==> src/rtl/gem_frame_builder_pkg.sv <==
// Shared K-codes, CRC-8 helper and FSM state type for the GEM trigger frame builder.
package gem_frame_builder_pkg;

   // Separator K-codes
   localparam logic [7:0]  K_BC0      = 8'h1C;
   localparam logic [7:0]  K_RESYNC   = 8'h3C;
   localparam logic [7:0]  K_OVERFLOW = 8'hFC;
   localparam logic [7:0]  K_SEQ0     = 8'hBC;
   localparam logic [7:0]  K_SEQ1     = 8'hF7;
   localparam logic [7:0]  K_SEQ2     = 8'hFB;
   localparam logic [7:0]  K_SEQ3     = 8'hFD;

   // Idle word sent on disabled links and outside RUN
   localparam logic [15:0] IDLE_WORD  = 16'hFFDC;
   localparam logic [1:0]  IDLE_ISK   = 2'b01;

   localparam logic [7:0]  CRC8_POLY  = 8'h07;

   // Word counter width, enough for FRAME_WORDS up to 8
   localparam int unsigned WCW = 3;

   typedef enum logic {
      IDLE = 1'b0,
      RUN  = 1'b1
   } state_t;

   // One byte of CRC-8 (MSB first, no reflection)
   function automatic logic [7:0] crc8_byte(input logic [7:0] crc, input logic [7:0] data);
      logic [7:0] c;
      c = crc ^ data;
      for (int unsigned i = 0; i < 8; i++) begin
         c = c[7] ? ({c[6:0], 1'b0} ^ CRC8_POLY) : {c[6:0], 1'b0};
      end
      return c;
   endfunction

   // Separator for the 2-bit sequence number
   function automatic logic [7:0] seq_kcode(input logic [1:0] seq);
      logic [7:0] k;
      case (seq)
         2'd0:    k = K_SEQ0;
         2'd1:    k = K_SEQ1;
         2'd2:    k = K_SEQ2;
         default: k = K_SEQ3;
      endcase
      return k;
   endfunction

endpackage

==> src/rtl/gem_frame_builder_link.sv <==
// Per-link payload capture, word multiplexing and optional CRC-8 tail byte.
module gem_frame_link
   import gem_frame_builder_pkg::*;
#(
   parameter int unsigned FRAME_WORDS = 4,
   parameter int unsigned CRC_EN      = 0
) (
   input  logic                                   clock_160,
   input  logic                                   reset_n_i,
   input  logic                                   run_i,
   input  logic                                   frame_start_i,
   input  logic                                   discard_i,
   input  logic [WCW-1:0]                         word_cnt_i,
   input  logic                                   link_en_i,
   input  logic [16*FRAME_WORDS-8-8*CRC_EN-1:0]   pl_live_i,
   input  logic [7:0]                             sep_i,
   output logic [15:0]                            tx_data_o,
   output logic [1:0]                             tx_isk_o
);

   localparam int unsigned PW = 16*FRAME_WORDS - 8 - 8*CRC_EN;
   localparam int unsigned FW_BITS = 16*FRAME_WORDS - 8;

   logic [PW-1:0]      pl_q;
   logic [PW-1:0]      pl_cur;
   logic               en_q;
   logic               en_cur;
   logic [7:0]         crc;
   logic [FW_BITS-1:0] pad;
   logic [15:0]        word;
   logic [1:0]         isk;

   // Word 0 goes out on the capture edge, so it uses the live payload and enable
   always_comb begin
      pl_cur = frame_start_i ? pl_live_i : pl_q;
      en_cur = frame_start_i ? link_en_i : en_q;
   end

   // CRC-8 over the captured payload bytes, byte 0 first
   always_comb begin
      crc = '0;
      for (int unsigned i = 0; i < PW/8; i++) begin
         crc = crc8_byte(crc, pl_q[8*i +: 8]);
      end
   end

   // Frame byte image: payload bytes, with the CRC in the final byte slot when enabled
   always_comb begin
      pad = '0;
      pad[PW-1:0] = pl_cur;
      if (CRC_EN != 0) begin
         pad[16*FRAME_WORDS-16 +: 8] = crc;
      end
   end

   // Select the word for the current position in the frame
   always_comb begin
      word = {pad[7:0], sep_i};
      isk  = 2'b01;
      for (int unsigned k = 1; k < FRAME_WORDS; k++) begin
         if (word_cnt_i == WCW'(k)) begin
            word = pad[16*k-8 +: 16];
            isk  = 2'b00;
         end
      end
   end

   // Capture registers and registered link output
   always_ff @(posedge clock_160) begin
      if (!reset_n_i) begin
         pl_q      <= '0;
         en_q      <= 1'b0;
         tx_data_o <= IDLE_WORD;
         tx_isk_o  <= IDLE_ISK;
      end else begin
         if (discard_i) begin
            pl_q <= '0;
         end else if (frame_start_i) begin
            pl_q <= pl_live_i;
            en_q <= link_en_i;
         end
         if (run_i && en_cur) begin
            tx_data_o <= word;
            tx_isk_o  <= isk;
         end else begin
            tx_data_o <= IDLE_WORD;
            tx_isk_o  <= IDLE_ISK;
         end
      end
   end

endmodule

==> src/rtl/gem_frame_builder.sv <==
// GEM trigger-link frame builder: FSM, frame timing, separator and miss counting.
module gem_frame_builder
   import gem_frame_builder_pkg::*;
#(
   parameter int unsigned NUM_LINKS      = 4,
   parameter int unsigned FRAME_WORDS    = 4,
   parameter int unsigned CRC_EN         = 0,
   parameter int unsigned FRAME_CTRL_TTC = 1
) (
   input  logic                                              clock_160,
   input  logic                                              reset_n_i,
   input  logic                                              tx_ready_i,
   input  logic [NUM_LINKS-1:0]                              link_en_i,
   input  logic                                              pl_valid_i,
   output logic                                              pl_ready_o,
   input  logic [NUM_LINKS*(16*FRAME_WORDS-8-8*CRC_EN)-1:0]  pl_data_i,
   input  logic                                              pl_bc0_i,
   input  logic                                              pl_resync_i,
   input  logic                                              pl_overflow_i,
   input  logic [1:0]                                        pl_bxn_i,
   output logic [NUM_LINKS*16-1:0]                           tx_data_o,
   output logic [NUM_LINKS*2-1:0]                            tx_isk_o,
   output logic [15:0]                                       missed_cnt_o,
   input  logic                                              missed_clr_i
);

   localparam int unsigned PW = 16*FRAME_WORDS - 8 - 8*CRC_EN;

   state_t         state;
   state_t         state_nxt;
   logic [WCW-1:0] word_cnt;
   logic           frame_start;
   logic           run_ok;
   logic [1:0]     seq_q;
   logic [1:0]     lcnt;
   logic [1:0]     seq;
   logic [7:0]     sep;

   // State register
   always_ff @(posedge clock_160) begin
      if (!reset_n_i) state <= IDLE;
      else            state <= state_nxt;
   end

   // Next-state logic
   always_comb begin
      state_nxt = state;
      case (state)
         IDLE:    if (tx_ready_i)  state_nxt = RUN;
         RUN:     if (!tx_ready_i) state_nxt = IDLE;
         default: state_nxt = IDLE;
      endcase
   end

   // FSM outputs
   always_comb begin
      frame_start = (state == RUN) && (word_cnt == '0);
      run_ok      = (state == RUN) && tx_ready_i;
      pl_ready_o  = frame_start;
   end

   // Word position within the frame; forced to 0 whenever a frame cannot continue
   always_ff @(posedge clock_160) begin
      if (!reset_n_i || !run_ok)                  word_cnt <= '0;
      else if (word_cnt == WCW'(FRAME_WORDS-1))   word_cnt <= '0;
      else                                        word_cnt <= word_cnt + WCW'(1);
   end

   // Sequence number and separator for the frame starting this cycle
   always_comb begin
      if (FRAME_CTRL_TTC != 0) seq = pl_valid_i ? pl_bxn_i : 2'(seq_q + 2'd1);
      else                     seq = lcnt;
      if (pl_valid_i && pl_bc0_i)           sep = K_BC0;
      else if (pl_valid_i && pl_resync_i)   sep = K_RESYNC;
      else if (pl_valid_i && pl_overflow_i) sep = K_OVERFLOW;
      else                                  sep = seq_kcode(seq);
   end

   // Last used sequence number and local frame counter (restarts on every RUN entry)
   always_ff @(posedge clock_160) begin
      if (!reset_n_i) begin
         seq_q <= '0;
         lcnt  <= '0;
      end else begin
         if (state == IDLE)    lcnt <= '0;
         else if (frame_start) lcnt <= lcnt + 2'd1;
         if (frame_start)      seq_q <= seq;
      end
   end

   // Saturating count of frames sent without a payload; a coincident clear counts the new miss
   always_ff @(posedge clock_160) begin
      if (!reset_n_i) begin
         missed_cnt_o <= '0;
      end else if (frame_start && !pl_valid_i) begin
         if (missed_clr_i)                   missed_cnt_o <= 16'd1;
         else if (missed_cnt_o != 16'hFFFF)  missed_cnt_o <= missed_cnt_o + 16'd1;
      end else if (missed_clr_i) begin
         missed_cnt_o <= '0;
      end
   end

   for (genvar n = 0; n < NUM_LINKS; n++) begin : g_link
      logic [PW-1:0] pl_live;
      assign pl_live = pl_valid_i ? pl_data_i[n*PW +: PW] : '0;

      gem_frame_link #(
         .FRAME_WORDS (FRAME_WORDS),
         .CRC_EN      (CRC_EN)
      ) u_link (
         .clock_160     (clock_160),
         .reset_n_i     (reset_n_i),
         .run_i         (run_ok),
         .frame_start_i (frame_start),
         .discard_i     (!tx_ready_i),
         .word_cnt_i    (word_cnt),
         .link_en_i     (link_en_i[n]),
         .pl_live_i     (pl_live),
         .sep_i         (sep),
         .tx_data_o     (tx_data_o[16*n +: 16]),
         .tx_isk_o      (tx_isk_o[2*n +: 2])
      );
   end

endmodule

==> config.mk <==
export PLATFORM = sky130hd
export DESIGN_NAME = gem_frame_builder
export DESIGN_NICKNAME = d
export VERILOG_FILES = /design/src/rtl/gem_frame_builder_pkg.sv /design/src/rtl/gem_frame_builder_link.sv /design/src/rtl/gem_frame_builder.sv
export SDC_FILE = /design/constraint.sdc
export NUM_CORES = 1
export LEC_CHECK = 0
export ABC_AREA = 1
export CORE_MARGIN = 2
export CORE_UTILIZATION = 47
export CTS_BUF_LIST = sky130_fd_sc_hd__clkbuf_8
export CTS_CLUSTER_SIZE = 24
export DETAILED_ROUTE_END_ITERATION = 10
export PLACE_DENSITY = 0.79
export SYNTH_ARGS = -nofsm -noshare
export SYNTH_HDL_FRONTEND = slang
export SYNTH_SLANG_ARGS = --single-unit
==> constraint.sdc <==
create_clock -name clock_160 -period 1.75 [get_ports clock_160]
set_input_delay 0.175 -clock clock_160 [delete_from_list [all_inputs] [get_ports clock_160]]
set_output_delay 0.175 -clock clock_160 [all_outputs]
set_load 0.1 [all_outputs]
* Word-level counts from Yosys, hierarchy flattened
Index checks and enable logic that the tools add are counted.
** Word-level totals
- Flip-flop bits (word level) :: 322
- Input port bits :: 238
- Output and inout bits :: 89
** Operators by class
- Add/sub/neg operators :: 3
- Equal/unequal tests :: 6
- Muxes and demuxes :: 37
- Reduce and logical (&&, ||, !) cells :: 25
** Operators by type and width (number)
- two-way mux 56 bit :: 8
- two-way mux 16 bit :: 16
- one-hot mux 7 bit (3 select lines) :: 1
- adder 16 x 1 -> 16 bit, second input constant :: 1
- two-way mux 8 bit :: 2
- != test 16 bit, second input constant :: 1
- AND reduction 2 bit :: 6
- logical AND 1 bit :: 10
- two-way mux 1 bit :: 8
- two-way mux 7 bit :: 1
- equality test 3 x 2 -> 1 bit, second input constant :: 2
- nonzero test 2 bit :: 2
- adder 3 x 1 -> 3 bit, second input constant :: 1
- equality test 3 x 1 -> 1 bit, second input constant :: 1
- logical NOT 1 bit :: 3
- logical NOT 3 bit :: 1
- adder 2 x 1 -> 2 bit, second input constant :: 1
- equality test 2 x 1 -> 1 bit, second input constant :: 1
- equality test 2 bit, second input constant :: 1
- logical NOT 2 bit :: 1
- two-way mux 2 bit :: 1
- OR reduction 2 bit :: 1
- logical OR 1 bit :: 1

* Longest topological paths before layout
Gate-level depths: netlist (run 1).
- Depth in word-level cells :: 10
- Mapped depth :: 12
- Depth with buffers taken out :: 12

* Hierarchy
Synthesis (run 1) repeated with hierarchy kept, for this count alone.
** Unflattened totals
- Cell total of the unflattened synthesis :: 2648
- Area, all modules :: 16583.4 µm²
** By module, submodules not included
- gem_frame_link :: area an instance 3325.7 µm², times used 4, cells each 485
- gem_frame_builder :: area an instance 3280.6 µm², times used 1, cells each 708

* Worst setup path before layout (run 1)
No wires, ideal clock.
- Kind :: register to register
- Start point :: register missed_cnt_o[0]
- End point :: register missed_cnt_o[3]
- Stages on the path, launching flop included :: 9
- Required time :: 1.680 ns
- Path buffers :: 1
- Slack :: -0.597 ns
- Library setup time :: 0.070 ns
- Data arrival time :: 2.276 ns
- Cell sequence :: dfxtp_1 ha_1 nand3_1 nor2_1 nand3_1 nand2_1 buf_4 nand2_1 a21oi_1
** Between the ends
- Word-level cells in the longest chain between the ends :: 4
** RTL lines
- start: declaration :: line gem_frame_builder.sv:23 : output logic [15:0] missed_cnt_o,
- start signal: assignment :: line gem_frame_builder.sv:97 : else if (missed_cnt_o != 16'hFFFF) missed_cnt_o <= missed_cnt_o + 16'd1;
- adder 16 x 1 -> 16 bit :: line gem_frame_builder.sv:97
- two-way mux 16 bit :: line gem_frame_builder.sv:97
- two-way mux 16 bit :: line gem_frame_builder.sv:96 : if (missed_clr_i) missed_cnt_o <= 16'd1;
- two-way mux 16 bit :: line gem_frame_builder.sv:95 : end else if (frame_start && !pl_valid_i) begin
Several ways; a longest one is shown, not always the timed one. The select of a mux whose other input is x is not followed.
A chain may end at the register's enable or synchronous reset.

* Final worst setup path (run 1)
- Start point :: register word_cnt[1]
- End point :: register g_link[3].u_link.tx_data_o[1]
** Between the ends
- Word-level cells in the longest chain between the ends :: 6
** RTL lines
- start: declaration :: line gem_frame_builder.sv:31 : logic [WCW-1:0] word_cnt;
- start signal: assignment :: line gem_frame_builder.sv:66 : else word_cnt <= word_cnt + WCW'(1);
- logical NOT 3 bit :: line gem_frame_builder.sv:57 : frame_start = (state == RUN) && (word_cnt == '0);
- logical AND 1 bit :: line gem_frame_builder.sv:57
- two-way mux 56 bit
- two-way mux 16 bit (3 in series) :: line gem_frame_builder_link.sv:61 : if (word_cnt_i == WCW'(k)) begin
- end signal: assignment :: line gem_frame_builder_link.sv:83 : tx_data_o <= word;
- end: declaration :: line gem_frame_builder_link.sv:17 : output logic [15:0] tx_data_o,
Several ways; a longest one is shown, not always the timed one.

==> results.json, run 1 <==
{
  "status": "complete, but fails checks",
  "violated_checks": "setup timing",
  "hpwl_dp_um": 36600,
  "worstRegToRegCells": 12,
  "yosysTopAreaCellShare_pct": 45.2,
  "total_leakage_power_nw": 9.19,
  "fin_cells": 3028,
  "initial_utilization_pct": 47.7,
  "final.setup.worst_slack_ns": -0.265,
  "drc": 0,
  "slew-limit-headroom_pct": 52.9,
  "ff2ff_setup_slack_ns": -0.26,
  "grt_pass1_wl_um": 79700,
  "post_cts_hold_fix_bufs": 0,
  "antenna_violating_nets_post_route": 0,
  "report.final.slew_viol_count": 0,
  "launch_instance_of_the_worst_register_to_register_path": "word_cnt[1]",
  "synth.lib_cells_used.distinct": 36,
  "port_buffers": 322,
  "synth_area_leaders": "sky130_fd_sc_hd__dfxtp_1 45%, sky130_fd_sc_hd__nand2_1 15%, sky130_fd_sc_hd__nor2_1 9.5%, sky130_fd_sc_hd__o21ai_0 7.1%, sky130_fd_sc_hd__inv_1 3.3%",
  "worst_clock_skew_ns": 0.0154,
  "min_from": "pl_valid_i",
  "synthesis.instances": 2069,
  "cts.sinks": 318,
  "count_of_pins_on_the_block_boundary": 327,
  "timing.critical_path.from_type": "flip-flop",
  "critPathCaptureType": "flip-flop",
  "total_power_mw": 17.7,
  "timing.hold.worst.class": "in2reg",
  "pwr_density_cell_mw_per_mm2": 818,
  "firstDrtPassIters": 6,
  "dpl.cell_count": 2900,
  "timing.fmax_ghz": 0.496,
  "core_mm2": 0.0296,
  "fill_cells": 2183,
  "worst_ep_arrival_time_ns": 2.52,
  "grt_pass1_vias": 14900,
  "grt_antenna_before_repair": 0,
  "synth_area_per_cell_um2": 6.81,
  "synth_area_leader_cell": "sky130_fd_sc_hd__dfxtp_1",
  "placement_rows": 63,
  "crit-reg2reg-capture": "g_link[3].u_link.tx_data_o[1]",
  "crit_buf_inv": 6,
  "globalplace.congestion": 0.995,
  "postSynthRegisterBits": 318,
  "setup_violations": 109,
  "timing.max_cap.violations": 0,
  "cp_top_family": "buffers and inverters",
  "hold_depth": 6,
  "synth_sequential_area_ratio_pct": 45.2,
  "post_drt_via_cell_ratio": 5.26,
  "path_class": "reg2reg",
  "totalWireLength_um": 54300,
  "cpMaxStageDelayCell": "sky130_fd_sc_hd__dfxtp_2",
  "die_x_um": 177,
  "synth.yosys.warnings": 0,
  "area.growth.synth_to_final_pct": 53.3,
  "ctsRootBufferMaster": "sky130_fd_sc_hd__clkbuf_8",
  "total_via_count_after_detailed_routing": 15900,
  "antenna_cells_inserted": 0,
  "cts.path.max_buffers": 3,
  "tightest_slew_ns": 0.707,
  "design.final.nets": 2841,
  "cts.clk_slew.worst_paths_ns": 0.06,
  "report.final.hold_viol_count": 0,
  "grt_start_max_net_pins": 139,
  "floorplan.die.height_um": 177,
  "number_of_h_tree_levels": 2,
  "critical-path-max-stage-delay_ns": 0.32,
  "insertion_delay_ns": 0.59,
  "drt-wirelength-per-cell_um": 17.9,
  "vdd.ir_drop.worst_mv": 0.486,
  "required_ns": 2.26,
  "pre_cts_slack_ns": -0.255,
  "layout-drive-gt1-share_pct": 22.9,
  "globalRouteOverflowTotal": 0,
  "crit_path_max_fanout": 15,
  "fin_crit_ns": 2.01,
  "synth_area_mm2": 0.0141,
  "grt_util_all_layers_pct": 32.7,
  "min_to": "missed_cnt_o[7]",
  "overall_die_area_mm2": 0.0314,
  "period_utilization_pct": 115,
  "cts_inserted_buffers": 53,
  "drt_iter0_drc": 1576,
  "tritoncts_clock_tree": "yes",
  "fin_tns_setup_ns": -12.23,
  "crit_path_cell_trace": "inv_2, ha_4, nand2_4, nor2_4, buf_12, buf_8, bufbuf_16, o211ai_1, o21ai_1, buf_4, inv_1, a21oi_1",
  "setup_repair_after_global_routing_missed_its_margin": "yes"
}
worst max path at each step:
stage,start,end,slack [ns],depth (start not counted)
final,word_cnt[1],g_link[3].u_link.tx_data_o[1],-0.26,12
after global placement,pl_bxn_i[1],g_link[0].u_link.tx_data_o[2],-0.25,9
after detailed placement,word_cnt[0],g_link[2].u_link.tx_data_o[8],-0.26,12
after floorplan,missed_cnt_o[13],missed_cnt_o[3],0.02,9
after CTS,word_cnt[0],g_link[3].u_link.tx_data_o[8],-0.23,14
after global routing,word_cnt[1],g_link[2].u_link.tx_data_o[13],-0.32,13
synth_stat cells (all sizes together):
cell	instances
clkbuf	62
a21oi	43
o21a	9
a41oi	1
clkinv	2
o21ai	261
buf	75
a211oi	1
dfxtp	318
o22ai	8
nor3	18
nand4	12
or2	81
conb	1
inv	132
o211ai	11
o21bai	3
nand3	79
nand2	579
nor2	361
ha	9
xor2	3
tightest hold or removal path, stage by stage:
cell and delay, ns:
sky130_fd_sc_hd__buf_6 0.08, sky130_fd_sc_hd__inv_1 0.09, sky130_fd_sc_hd__nand2_4 0.16, sky130_fd_sc_hd__nor2_1 0.06
sky130_fd_sc_hd__nand2_1 0.04, sky130_fd_sc_hd__a21oi_1 0.05
state kept, by name, summed over array words and instances, names as in the netlist:
register / flops
g_link.u_link.pl_q: 224
g_link.u_link.tx_data_o: 64
missed_cnt_o: 16
g_link.u_link.en_q: 4
g_link.u_link.tx_isk_o: 4
word_cnt: 3
seq_q: 2
state: 1
stage by stage:
stage	hold slack, ns	instance area (µm²)	util [%]
final	0.125	21600	73.1
after global routing	0.179	21600	73.1
after CTS	0.0809	21000	71.0
after detailed placement	0.476	19300	65.2
after global placement	0.471	19300	65.2
after floorplan	0.341	14200	-
metal layers:
layer | wire length (µm) | track usage [%] | part of all wire (%)
met3 | 4620 | 4.98 | 8.5
met4 | 2360 | 14.4 | 4.4
met2 | 24800 | 51.7 | 46
met5 | 0 | 0 | 0
met1 | 22500 | 44.0 | 41
cell type report:
cell class | instances | area [µm²] | share of cell area [%]
inverters | 134 | 520 | 2.41
clock inverters | 24 | 159 | 0.736
multi-input cells | 1483 | 7030 | 32.6
well taps | 390 | 488 | 2.26
clock buffers | 75 | 1030 | 4.78
repair buffers | 604 | 5960 | 27.6
flip-flops and latches | 318 | 6400 | 29.7
cell families (layout without fill, tap and decap cells):
group | Yosys count | in the layout | synth area share, %
compound gates | 337 | 337 | 12.5
xor+xnor | 3 | 3 | 0.187
fa+ha+maj | 9 | 9 | 0.799
buf+inv | 271 | 837 | 8.31
flops | 318 | 318 | 45.2
other cells | 1 | 4 | 0.0266
simple gates | 1130 | 1130 | 33.0
cell usage in the layout, fill, tap and decap left out, drive strengths merged:
cell	n
nand2	579
nor2	361
buf	358
dfxtp	318
o21ai	261
clkdlybuf4s50	236
inv	143
clkbuf	82
or2	81
nand3	79
a21oi	43
nor3	18
nand4	12
o211ai	11
clkinv	11
o21a	9
ha	9
o22ai	8
conb	4
o21bai	3
xor2	3
bufbuf	3
clkinvlp	2
bufinv	2
a41oi	1
a211oi	1
power breakdown:
group          switching, mW  total (mW)  internal, mW  leakage, nW
clock                   3.15        7.25          4.09        0.667
combinational           1.49        2.94          1.45         5.93
sequential            0.0641        7.47          7.41         2.59
total                   4.71        17.7          13.0         9.19
timing repair:
| item | CTS | global route |
|---|---|---|
| gates resized for setup | 93 | 170 |
| setup endpoints to repair | 104 | 276 |
| cloned | 7 | 7 |
| buffers inserted | 10 | 6 |
| pin swaps | 6 | 31 |
(Power assumes the default switching activity.)
==> run 2: changes to the inputs <==
--- a/config.mk
+++ b/config.mk
@@ -6,6 +6,8 @@
 export NUM_CORES = 1
 export LEC_CHECK = 0
 export ABC_AREA = 1
+export ABC_CLOCK_PERIOD_IN_PS = 1750
+export CORE_ASPECT_RATIO = 0.7
 export CORE_MARGIN = 2
 export CORE_UTILIZATION = 47
 export CTS_BUF_LIST = sky130_fd_sc_hd__clkbuf_8
==> results.json, run 2 (synthesis gave the netlist of run 1 again) <==
{
  "drt_iter0_drc": 1727,
  "hpwl_dp_um": 35100,
  "floorplan.die.height_um": 149,
  "timing.hold.worst.class": "in2reg",
  "cpMaxStageDelayCell": "sky130_fd_sc_hd__dfxtp_4",
  "timing.max_cap.violations": 0,
  "grt_antenna_before_repair": 9,
  "cts.clk_slew.worst_paths_ns": 0.07,
  "initial_utilization_pct": 48.2,
  "placed_area_mm2": 0.0189,
  "timing.critical_path.from_type": "flip-flop",
  "report.final.slew_viol_count": 0,
  "post_cts_hold_fix_bufs": 0,
  "largest_reg_flops": 224,
  "cts_inserted_buffers": 48,
  "design.final.nets": 2821,
  "setup_violations": 153,
  "globalplace.congestion": 0.904,
  "cts.path.max_buffers": 3,
  "worst_clock_skew_ns": 0.0278,
  "hold_depth": 4,
  "grt_pass1_vias": 14900,
  "number_of_h_tree_levels": 2,
  "largest_register": "g_link.u_link.pl_q",
  "required_ns": 2.23,
  "tritoncts_clock_tree": "yes",
  "final_area_mm2": 0.0226,
  "insertion_delay_ns": 0.61,
  "globalRouteOverflowTotal": 0,
  "setup_repair_after_global_routing_missed_its_margin": "yes",
  "die_x_um": 211,
  "total_via_count_after_detailed_routing": 16300,
  "cts.sinks": 318,
  "critPathMostFrequentCell": "sky130_fd_sc_hd__nand2_1",
  "grt_util_all_layers_pct": 31.8,
  "drc": 0,
  "crit_path_cell_trace": "inv_4, ha_4, nand2_4, nor2_4, buf_6, buf_12, clkbuf_16, nand2_1, o21ai_1, or2_0, nand3_1, nand2_1, nand2_1",
  "total_leakage_power_nw": 9.39,
  "worstRegToRegCells": 13,
  "layout-drive-gt1-share_pct": 29.1,
  "overall_die_area_mm2": 0.0314,
  "grt_pass1_wl_um": 78400,
  "largest_registers": "g_link.u_link.pl_q x224, g_link.u_link.tx_data_o x64, missed_cnt_o x16",
  "critical-path-max-stage-delay_ns": 0.37,
  "final_cell_mix": "506 x sky130_fd_sc_hd__nand2_1, 325 x sky130_fd_sc_hd__nor2_1, 300 x sky130_fd_sc_hd__dfxtp_1",
  "port_buffers": 322,
  "core_mm2": 0.0292,
  "firstDrtPassIters": 6,
  "timing.fmax_ghz": 0.483,
  "layout.cells.most_common": "sky130_fd_sc_hd__nand2_1",
  "status": "complete, but fails checks",
  "antenna_violating_nets_post_route": 0,
  "path_class": "reg2reg",
  "drt-wirelength-per-cell_um": 19.0,
  "worst_ep_arrival_time_ns": 2.55,
  "pre_cts_slack_ns": -0.313,
  "pwr_density_cell_mw_per_mm2": 760,
  "placement_rows": 52,
  "vdd.ir_drop.worst_mv": 0.430,
  "report.final.hold_viol_count": 0,
  "critPathCaptureType": "flip-flop",
  "fin_crit_ns": 2.07,
  "grt_start_max_net_pins": 92,
  "final.setup.worst_slack_ns": -0.321,
  "area.growth.synth_to_final_pct": 60.1,
  "post_drt_via_cell_ratio": 5.44,
  "crit_path_max_fanout": 9,
  "count_of_pins_on_the_block_boundary": 327,
  "totalWireLength_um": 56800,
  "ctsRootBufferMaster": "sky130_fd_sc_hd__clkbuf_8",
  "violated_checks": "setup timing",
  "total_power_mw": 17.1,
  "period_utilization_pct": 118
}
-- run 2: changes by cell type in the layout (fill, tap and decap cells not counted), moves of 18 or more --
cell                      delta
sky130_fd_sc_hd__o21ai_1    -18
sky130_fd_sc_hd__nand2_2    +33
sky130_fd_sc_hd__nand2_1    -51
sky130_fd_sc_hd__o21ai_2    +67
sky130_fd_sc_hd__o21ai_0    -69
sky130_fd_sc_hd__nand2_4    +18
sky130_fd_sc_hd__nor2_1     -25
sky130_fd_sc_hd__buf_4      -52
sky130_fd_sc_hd__nor2_2     +19
sky130_fd_sc_hd__o21ai_4    +20
-- run 2: power breakdown --
part / internal, mW / switching, mW
combinational: 1.64 / 1.67
clock: 3.32 / 3.02
sequential: 7.41 / 0.0816
-- run 2: routing by layer --
| metal | vias up | global-route usage, % | wire length, µm |
|---|---|---|---|
| li1 | 7546 | - | - |
| met1 | 7556 | 43.1 | 23300 |
| met2 | 971 | 47.3 | 25000 |
| met3 | 186 | 9.87 | 6330 |
| met4 | 8 | 12.1 | 2200 |
| met5 | - | 0 | 58 |
-- run 2: final timing paths --
path,from,endpoint,slack (ns)
setup / recovery,word_cnt[1],g_link[2].u_link.tx_data_o[14],-0.32
hold reg to reg,g_link[0].u_link.pl_q[26],g_link[0].u_link.pl_q[26],0.49
hold / removal,pl_valid_i,g_link[1].u_link.pl_q[55],0.09
setup reg to reg,word_cnt[1],g_link[2].u_link.tx_data_o[14],-0.32
-- run 2: per-stage QoR --
step,utilization [%],cells,hold slack (ns),setup TNS [ns]
4_1_cts,71.6,2955,0.0760,-7.63
3_5_place_dp,64.8,2849,0.479,-11.31
2_1_floorplan,-,2072,0.341,0
5_1_grt,77.2,2987,0.118,-26.27
3_3_place_gp,64.8,2849,0.471,-6.92
6_report,77.2,2989,0.0921,-14.21
-- run 2: area by class of cell --
type / count / area (µm²)
fill: 1911 / 6660
antenna: 5 / 12.5
inverter: 134 / 533
timing repair buffer: 589 / 6210
clock inverter: 20 / 118
multi-input combinational: 1483 / 7950
tap: 378 / 473
sequential: 318 / 6410
clock buffer: 62 / 853
-- run 2: worst max-delay path, delay by kind of cell (launching register included) --
| kind | cells | cell delay [ns] |
|---|---|---|
| flops | 1 | 0.37 |
| compound gates | 1 | 0.14 |
| fa+ha+maj | 1 | 0.13 |
| buf+inv | 4 | 0.60 |
| simple gates | 7 | 0.66 |
-- run 2: repair_timing --
| action | 4_1_cts | 5_1_grt |
|---|---|---|
| gates cloned | 12 | 17 |
| endpoints found under the setup margin | 113 | 281 |
| resized for setup | 229 | 392 |
| pin swaps | 24 | 78 |
| setup buffers | 16 | 22 |
